File: src/rtl/uart_pkg.sv
// Shared UART definitions: receive state encoding, parity types, supported prescales.
package uart_pkg;

    localparam int unsigned PRESCALE_W = 6;

    // Parity type selector values
    localparam logic EVEN = 1'b0;
    localparam logic ODD  = 1'b1;

    // Oversampling ratios the receiver is built for
    localparam logic [PRESCALE_W-1:0] PRESCALE_8  = 6'd8;
    localparam logic [PRESCALE_W-1:0] PRESCALE_16 = 6'd16;
    localparam logic [PRESCALE_W-1:0] PRESCALE_32 = 6'd32;

    typedef enum logic [2:0] {
        IDLE   = 3'd0,
        START  = 3'd1,
        DATA   = 3'd2,
        PARITY = 3'd3,
        STOP   = 3'd4
    } rx_state_e;

    // True when the prescale is one of the supported oversampling ratios
    function automatic logic prescale_supported(input logic [PRESCALE_W-1:0] p);
        return (p == PRESCALE_8) || (p == PRESCALE_16) || (p == PRESCALE_32);
    endfunction

endpackage

File: src/rtl/uart_rx_sampler.sv
// Three-point majority sampler around the middle of each bit period.
module uart_rx_sampler
    import uart_pkg::*;
(
    input  logic                  CLK,
    input  logic                  RST,
    input  logic                  rx_in,
    input  logic [PRESCALE_W-1:0] edge_cnt,
    input  logic [PRESCALE_W-1:0] prescale,
    output logic                  sampled_bit_c
);

    logic [PRESCALE_W-1:0] mid;
    logic [2:0]            samples;

    assign mid = prescale >> 1;

    // Capture the line one edge before, at, and one edge after mid-bit
    always_ff @(posedge CLK or negedge RST) begin
        if (!RST) begin
            samples <= '0;
        end else begin
            if (edge_cnt == mid - PRESCALE_W'(1)) samples[0] <= rx_in;
            if (edge_cnt == mid)                  samples[1] <= rx_in;
            if (edge_cnt == mid + PRESCALE_W'(1)) samples[2] <= rx_in;
        end
    end

    // Two-of-three vote; settles once the last sample has been taken
    assign sampled_bit_c = (samples[0] & samples[1]) |
                           (samples[0] & samples[2]) |
                           (samples[1] & samples[2]);

endmodule

File: src/rtl/uart_rx.sv
// Oversampling UART receiver: start detect, LSB-first deserialize, parity and stop checks.
module uart_rx
    import uart_pkg::*;
#(
    parameter int unsigned DATA_WIDTH = 8
) (
    input  logic                  CLK,
    input  logic                  RST,
    input  logic                  RX_IN,
    input  logic                  PAR_EN,
    input  logic                  PAR_TYP,
    input  logic [PRESCALE_W-1:0] Prescale,
    output logic [DATA_WIDTH-1:0] P_DATA,
    output logic                  Data_Valid,
    output logic                  Par_Err,
    output logic                  Stp_Err
);

    localparam int unsigned BIT_CNT_W = $clog2(DATA_WIDTH) + 1;

    rx_state_e             state;
    logic [PRESCALE_W-1:0] edge_cnt;
    logic [PRESCALE_W-1:0] prescale_q;
    logic [BIT_CNT_W-1:0]  bit_cnt;
    logic [DATA_WIDTH-1:0] shift_reg;
    logic                  par_en_q;
    logic                  par_typ_q;
    logic                  frame_err;

    logic                  sampled_bit_c;
    logic                  at_boundary_c;
    logic                  last_bit_c;
    logic                  exp_parity_c;

    uart_rx_sampler u_sampler (
        .CLK           (CLK),
        .RST           (RST),
        .rx_in         (RX_IN),
        .edge_cnt      (edge_cnt),
        .prescale      (prescale_q),
        .sampled_bit_c (sampled_bit_c)
    );

    assign at_boundary_c = (edge_cnt == prescale_q - PRESCALE_W'(1));
    assign last_bit_c    = (bit_cnt == BIT_CNT_W'(DATA_WIDTH - 1));
    assign exp_parity_c  = (^shift_reg) ^ par_typ_q;

    // Frame FSM with edge/bit counters, deserializer and registered strobes
    always_ff @(posedge CLK or negedge RST) begin
        if (!RST) begin
            state      <= IDLE;
            edge_cnt   <= '0;
            bit_cnt    <= '0;
            shift_reg  <= '0;
            prescale_q <= PRESCALE_16;
            par_en_q   <= 1'b0;
            par_typ_q  <= 1'b0;
            frame_err  <= 1'b0;
            P_DATA     <= '0;
            Data_Valid <= 1'b0;
            Par_Err    <= 1'b0;
            Stp_Err    <= 1'b0;
        end else begin
            Data_Valid <= 1'b0;
            Par_Err    <= 1'b0;
            Stp_Err    <= 1'b0;

            if (state == IDLE) begin
                edge_cnt <= '0;
                bit_cnt  <= '0;
                if (!RX_IN) begin
                    // Detecting cycle is edge 0 of the start bit; frame config frozen here
                    edge_cnt   <= PRESCALE_W'(1);
                    par_en_q   <= PAR_EN;
                    par_typ_q  <= PAR_TYP;
                    prescale_q <= prescale_supported(Prescale) ? Prescale : PRESCALE_16;
                    state      <= START;
                end
            end else begin
                edge_cnt <= at_boundary_c ? '0 : edge_cnt + PRESCALE_W'(1);
                if (at_boundary_c) begin
                    case (state)
                        START: begin
                            // A start bit that votes high was a glitch
                            state <= sampled_bit_c ? IDLE : DATA;
                        end
                        DATA: begin
                            shift_reg <= {sampled_bit_c, shift_reg[DATA_WIDTH-1:1]};
                            bit_cnt   <= bit_cnt + BIT_CNT_W'(1);
                            if (last_bit_c) begin
                                state <= par_en_q ? PARITY : STOP;
                            end
                        end
                        PARITY: begin
                            if (sampled_bit_c != exp_parity_c) begin
                                Par_Err   <= 1'b1;
                                frame_err <= 1'b1;
                            end
                            state <= STOP;
                        end
                        STOP: begin
                            if (!sampled_bit_c) begin
                                Stp_Err <= 1'b1;
                            end else if (!frame_err) begin
                                P_DATA     <= shift_reg;
                                Data_Valid <= 1'b1;
                            end
                            frame_err <= 1'b0;
                            state     <= IDLE;
                        end
                        default: begin
                            state <= IDLE;
                        end
                    endcase
                end
            end
        end
    end

endmodule

File: config.mk
export PLATFORM = sky130hd
export DESIGN_NAME = uart_rx
export DESIGN_NICKNAME = d
export VERILOG_FILES = /design/src/rtl/uart_pkg.sv /design/src/rtl/uart_rx_sampler.sv /design/src/rtl/uart_rx.sv
export SDC_FILE = /design/constraint.sdc
export NUM_CORES = 1
export LEC_CHECK = 0
export BUFFER_PORTS_ARGS = -buffer_cell sky130_fd_sc_hd__buf_2
export CAP_MARGIN = 20
export CORE_MARGIN = 2
export CORE_UTILIZATION = 35
export DETAILED_ROUTE_END_ITERATION = 7
export GPL_ROUTABILITY_DRIVEN = 0
export PLACE_DENSITY = 0.61
export SETUP_SLACK_MARGIN = 0.05
export SLEW_MARGIN = 20
export SYNTH_ARGS = -nofsm -noshare
export SYNTH_HDL_FRONTEND = slang
export SYNTH_SLANG_ARGS = --single-unit
File: constraint.sdc
create_clock -name CLK -period 2.45 [get_ports CLK]
set_input_delay 0.1225 -clock CLK [delete_from_list [all_inputs] [get_ports CLK]]
set_output_delay 0.1225 -clock CLK [all_outputs]
set_load 0.02 [all_outputs]
==> results.cfg, run 1 <==
[final_layout]
numnets_final = 280
antenna_cells = 0
drive_above_1_share_pct = 26.1
final_design_instance_area_without_fill_sq_um = 2890
layout-area-overhead-vs-synth_pct = 16.2

[pwr]
power.clock.fraction_pct = 16.2
p_switching_mw = 1.48
combinationalPowerShare_pct = 50.9
worst_supply_voltage_drop_on_vdd_v = 0.000412
leakage_nw = 1.29
intPower_mw = 2.07
swShare_pct = 41.7
power.sequential.fraction_pct = 32.9
power.density_cell_area_nw_per_um2 = 1230

[grt]
initial_antenna_violation_count = 0
grt_start_max_net_pins = 45
grt_met1_usage_pct = 18.9
globalRouteMet2Util_pct = 21.8
grt_pass1_vias = 1736
gr-usage-all-layers_pct = 13.7
gr-usage-met3_pct = 3.08
busiest_layer = met2
sum_of_overflow_across_all_layers_after_global_routing = 0
grt_first_pass_wirelength_microns = 8280

[logic_synthesis]
ys_types = 49
ffs_latches_synth = 44
synth_enable_flop_cells = 0
synthMostInstantiatedCell = dfrtp_1
compound_cell_area_share_of_the_yosys_netlist_pct = 9.97
synth_flop_cell = dfrtp_1
synth_top_cells_by_area = dfrtp_1 (43%), mux2_2 (8.2%), xnor2_1 (6.3%)
synthSimpleGateAreaFrac_pct = 19.8
yosysWarnings = 0
syn_nets = 252
seq_area_frac_synth_pct = 44.4
synth_largest_type_area_fraction_pct = 43.3
synth_largest_area_cell = dfrtp_1
syn_area_per_cell_sq_um = 10.6
synth.mux.area_fraction_pct = 9.02
synth-async-reset-ratio_pct = 100
synthXorXnorAreaFrac_pct = 10.4
syn_inst_count = 235
synth_top_family_by_area = simple AND/OR/NAND/NOR gates
synth-adder-area-share_pct = 3.43
post_synth_instance_area_sq_um = 2480
synthTopCellsByCount = dfrtp_1 (43), nand2_1 (19), mux2_2 (18), xnor2_1 (18), nor2_1 (15)

[worst_setup_path]
worst_ep_required_time_ps = 2640
cp-endpoint = shift_reg[6]
kind_of_launch_point_of_the_worst_setup_path = register
worstSetupEndpointType = register
critPathArrivalTime_ps = 2450
critical_path.max_fanout = 8
ff2ff_setup_slack_ps = 190
worst-setup-path-type = register to register
r2r_end = shift_reg[6]
r2r.worst_path.cells = 8
regToRegStartpoint = prescale_q[1]
startpoint = prescale_q[1]

[timing]
worst_clock_skew_ps = 7.55
max_freq_mhz = 442
final_max_slew_viol_count = 0
slew_headroom_pct = 57.8
finalHoldViolCount = 0
setup_total_negative_slack_ps = 0
final.setup.worst_slack_ps = 187
final.period_utilization_pct = 92.4
setup_viol_count_final = 0
period_minus_slack_ps = 2260
rsz_0062_raised_after_global_routing = no
tightest_slew_ps = 628

[placed_design]
io_buffers = 21
post_dp_cell_area_sq_um = 2730
detailedPlacementHpwl_microns = 3510
place_worst_setup_slack_ps = 164

[floorplanning]
area_of_the_placeable_core_sq_um = 6830
floorplan.die.height_microns = 88.2
cell_rows = 30
floorplan.initialDensity_pct = 36.4
pin_count = 22
die-area_sq_um = 7790
floorplan.die.width_microns = 88.2

[detailed_routing]
drt_first_iter_violations = 130
drt-vias-per-instance = 5.14
wire_per_inst_microns = 13.8
drt_total_wl_microns = 4960
number_of_remaining_drc_errors = 0
routed-via-count = 1851
route.antenna.remaining_nets = 0
drt_pass1_iterations = 4

[clock_network]
number_of_buffers_on_the_longest_clock_path = 2
clock_insertion_delay_worst_skew_ps = 300
clkSlewWorstSetupHoldPaths_ps = 90
cts_tree = done
htree_levels = 2
cts_root_buf = clkbuf_8
cts_inserted_buffers = 5
cts_sinks = 44

[min_path]
timing.hold.worst_path_depth = 3
hp-class = input pin to register

[run]
timing.max_cap.violations = 0

[run_status]
status = complete, no violations
## worst max-delay path, stage by stage (launching register included)
cell	delay (ps)
dfrtp_1	380
inv_1	110
ha_2	230
nand3b_1	90
o211a_1	160
o31a_4	370
nor4_4	290
buf_6	180
mux2_2	330
## worst min path at each step
stage,start,to
final,PAR_TYP,par_typ_q
after global routing,PAR_TYP,par_typ_q
after CTS,RST,prescale_q[3]
after detailed placement,RST,edge_cnt[2]
after global placement,PAR_TYP,par_typ_q
after floorplan,RST,Data_Valid
## cell type report
cell class,count,area [sq um]
fillers,661,3950
multi-input cells,173,1320
flip-flops and latches,44,1100
repair buffers,32,200
well taps,96,120
clock buffers,5,68.8
clock inverters,3,46.3
inverters,7,26.3
## power groups by stage
| stage | logic (mW) | clock network, mW | registers, mW |
|---|---|---|---|
| floorplan | 1.42 | 0 | 1.10 |
| global placement | 1.70 | 0 | 1.17 |
| detailed placement | 1.73 | 0 | 1.18 |
| CTS | 1.74 | 0.595 | 1.16 |
| global route | 2.00 | 0.615 | 1.20 |
| finish | 1.81 | 0.574 | 1.17 |
## cells in the final DEF (no fill, tap or decap), types with 2 or more instances in the layout
| master | synthesis | layout |
|---|---|---|
| nor2_1 | 15 | 15 |
| nand3b_1 | 2 | 2 |
| xnor2_1 | 18 | 18 |
| xor2_1 | 9 | 9 |
| buf_2 | 5 | 20 |
| nor2b_1 | 2 | 2 |
| clkbuf_8 | 0 | 5 |
| nor4_4 | 2 | 2 |
| dfrtp_1 | 43 | 43 |
| o31ai_1 | 7 | 7 |
| or4_1 | 2 | 2 |
| nand2_1 | 19 | 19 |
| nor4_1 | 3 | 3 |
| ha_1 | 6 | 5 |
| buf_6 | 0 | 2 |
| or2_2 | 2 | 2 |
| nor3b_1 | 2 | 2 |
| or3_1 | 4 | 4 |
| o211ai_1 | 4 | 4 |
| mux2_2 | 18 | 18 |
| nand3_1 | 9 | 9 |
| o211a_1 | 2 | 2 |
| buf_4 | 0 | 9 |
| nand4_1 | 2 | 2 |
| and3_1 | 2 | 2 |
| nand2b_1 | 6 | 6 |
| nor3_1 | 8 | 8 |
| or4b_2 | 2 | 2 |
| a21oi_1 | 4 | 4 |
| inv_1 | 6 | 6 |
| o21ai_0 | 5 | 5 |
## through the flow
stage          hold slack [ps]  utilization (%)  cells  power, mW
2_1_floorplan             -173                -    235       2.51
3_3_place_gp               342             39.9    350       2.87
3_5_place_dp               343             39.9    350       2.91
4_1_cts                   15.2             41.6    358       3.50
5_1_grt                   21.0             42.2    360       3.82
6_report                  25.3             42.2    360       3.55
## logic make-up after synthesis
kind of cell,Yosys count
DFF,44
buffers and inverters,18
AOI/OAI and AO/OA,32
muxes,20
and+or+nand+nor,86
adders and majority gates,7
xor gates and xnor gates,28
## routing by layer
metal | routed length [microns] | share of wire, % | vias up
li1 | - | - | 893
met1 | 2390 | 48 | 931
met2 | 2400 | 48 | 21
met3 | 114 | 2.3 | 6
met4 | 48 | 0.97 | 0
met5 | 0 | 0 | -
## timing repair
item | in CTS | in global routing
hold endpoints to repair | 0 | 43
setup endpoints to repair | 0 | 17
hold buffers | 0 | 1
buffers inserted | 0 | 1
resized for setup | 0 | 4
Note: power is estimated with default switching activity, not from simulation.
==> inputs of run 2 (changes only) <==
--- a/config.mk
+++ b/config.mk
@@ -7,7 +7,6 @@
 export LEC_CHECK = 0
 export BUFFER_PORTS_ARGS = -buffer_cell sky130_fd_sc_hd__buf_2
 export CAP_MARGIN = 20
-export CORE_MARGIN = 2
 export CORE_UTILIZATION = 35
 export DETAILED_ROUTE_END_ITERATION = 7
 export GPL_ROUTABILITY_DRIVEN = 0
==> run 2 against run 1 <==
Effect of this change:
- combinational power about the same
- routed wire length about the same
- register-to-register slack got worse by 20 ps
- clock power about the same
- core utilization decreased by 0.055 points
- power down 0.92%
- worst hold slack better by 3.6 ps
- global-route usage increased by 1.1 points
- via count is 1.1% lower
- sequential power about the same
- count of clock-buffer cells in the layout is the same
- fmax down 1.0%
==> results.cfg, run 2 (same netlist as run 1, synthesis figures left out) <==
[pwr]
combinationalPowerShare_pct = 50.8
power.density_cell_area_nw_per_um2 = 1220
leakage_nw = 1.29
intPower_mw = 2.05
worst_supply_voltage_drop_on_vdd_v = 0.000412
swShare_pct = 41.8
p_switching_mw = 1.47
power.clock.fraction_pct = 16.3
total_power_of_the_final_layout_mw = 3.51
power.sequential.fraction_pct = 32.9

[timing]
holdWs_ps = 28.9
slew_headroom_pct = 59.8
rsz_0062_raised_after_global_routing = no
tightest_slew_ps = 599
final.period_utilization_pct = 93.3
setup_viol_count_final = 0
final_max_slew_viol_count = 0
period_minus_slack_ps = 2290
worst_clock_skew_ps = 4.88
setup_total_negative_slack_ps = 0
max_freq_mhz = 437
finalHoldViolCount = 0

[worst_setup_path]
worst_ep_required_time_ps = 2640
critPathArrivalTime_ps = 2480
kind_of_launch_point_of_the_worst_setup_path = register
regToRegStartpoint = prescale_q[1]
r2r.worst_path.cells = 8
worstSetupEndpointType = register
worst-setup-path-type = register to register
r2r_end = P_DATA[3]
critical_path.max_fanout = 8
ff2ff_setup_slack_ps = 160

[detailed_routing]
drt-vias-per-instance = 5.08
number_of_remaining_drc_errors = 0
drt_total_wl_microns = 4960
route.antenna.remaining_nets = 0
drt_pass1_iterations = 4
wire_per_inst_microns = 13.8
drt_first_iter_violations = 88
routed-via-count = 1830

[final_layout]
numnets_final = 280
finalCoreUtilization_pct = 42.2
final.fill_count = 670
layout_commonest_cell = dfrtp_1
final-instance-count-excl-fill = 360
drive_above_1_share_pct = 26.5
mostFrequentLayoutCells = dfrtp_1 (43), buf_2 (20), nand2_1 (19)
antenna_cells = 0
layout-area-overhead-vs-synth_pct = 16.0

[clock_network]
clock_insertion_delay_worst_skew_ps = 300
htree_levels = 2
cts_sinks = 44
cts_inserted_buffers = 5
cts_root_buf = clkbuf_8
number_of_buffers_on_the_longest_clock_path = 2
post_cts.repair.setup_buffers = 0
cts_tree = done
clkSlewWorstSetupHoldPaths_ps = 90

[floorplanning]
die-area_sq_um = 7440
floorplan.die.height_microns = 86.2
floorplan.initialDensity_pct = 36.4
area_of_the_placeable_core_sq_um = 6830
cell_rows = 30
floorplan.die.width_microns = 86.2
pin_count = 22

[grt]
initial_antenna_violation_count = 0
gr-usage-all-layers_pct = 14.8
grt_start_max_net_pins = 45
sum_of_overflow_across_all_layers_after_global_routing = 0
grt_first_pass_wirelength_microns = 8680
grt_pass1_vias = 1808

[min_path]
min_from = PAR_TYP
hp-class = input pin to register
hold_end = par_typ_q
timing.hold.worst_path_depth = 3

[run]
timing.max_cap.violations = 0

[run_status]
status = complete, no violations

[placed_design]
numPlacedInstances = 351
io_buffers = 21
detailedPlacementHpwl_microns = 3550
-- run 2: cell count changes in the layout (fill, tap and decap cells not counted), sizes merged --
cell      previous run  this run
inv                  8         7
clkinv               0         2
clkinvlp             1         0
-- run 2: layer usage --
layer	GRT usage [%]	share of wire (%)
met3	2.95	2.4
met2	23.0	48
met1	21.1	48
met5	0	0
met4	4.09	1.2
-- run 2: worst max-delay path, stage by stage (launching register included) --
cell,delay (ps)
dfrtp_1,380
inv_1,130
ha_2,240
nor3b_2,190
and3_1,220
o221ai_4,180
nor4_4,290
buf_4,210
mux2_2,340
-- run 2: how the worst max path moves through the flow --
stage                   from         to  depth (start not counted)
6_report       prescale_q[1]  P_DATA[3]                          8
3_5_place_dp   prescale_q[1]  P_DATA[2]                          8
3_3_place_gp   prescale_q[1]  P_DATA[2]                          8
4_1_cts        prescale_q[1]  P_DATA[3]                          8
2_1_floorplan  prescale_q[2]  P_DATA[0]                          7
5_1_grt        prescale_q[1]  P_DATA[3]                          8
-- run 2: per-stage QoR --
stage          cell area, sq um  setup slack [ps]
3_5_place_dp               2740               111
5_1_grt                    2880              46.5
6_report                   2880               164
2_1_floorplan              2480               182
3_3_place_gp               2740               182
4_1_cts                    2850               104
-- run 2: final cells by class --
cell class                      count  area (sq um)  area share, %
Timing Repair Buffer               32           193           6.69
Inverter                            7          26.3          0.912
Clock inverter                      3          47.5           1.65
Tap cell                           96           120           4.17
Multi-Input combinational cell    173          1320           45.9
Sequential cell                    44          1100           38.3
Clock buffer                        5          68.8           2.39
-- run 2: what timing repair did --
| item | CTS | global route |
|---|---|---|
| hold buffers | 0 | 1 |
| endpoints found under the hold margin | 0 | 43 |
| resized for setup | 0 | 3 |
| endpoints found under the setup margin | 0 | 18 |
-- run 2: power groups by stage --
stage	logic, mW	clock network [mW]	registers [mW]
CTS	1.75	0.585	1.15
detailed placement	1.74	0	1.17
finish	1.78	0.573	1.16
floorplan	1.42	0	1.10
global placement	1.72	0	1.16
global route	2.01	0.624	1.19
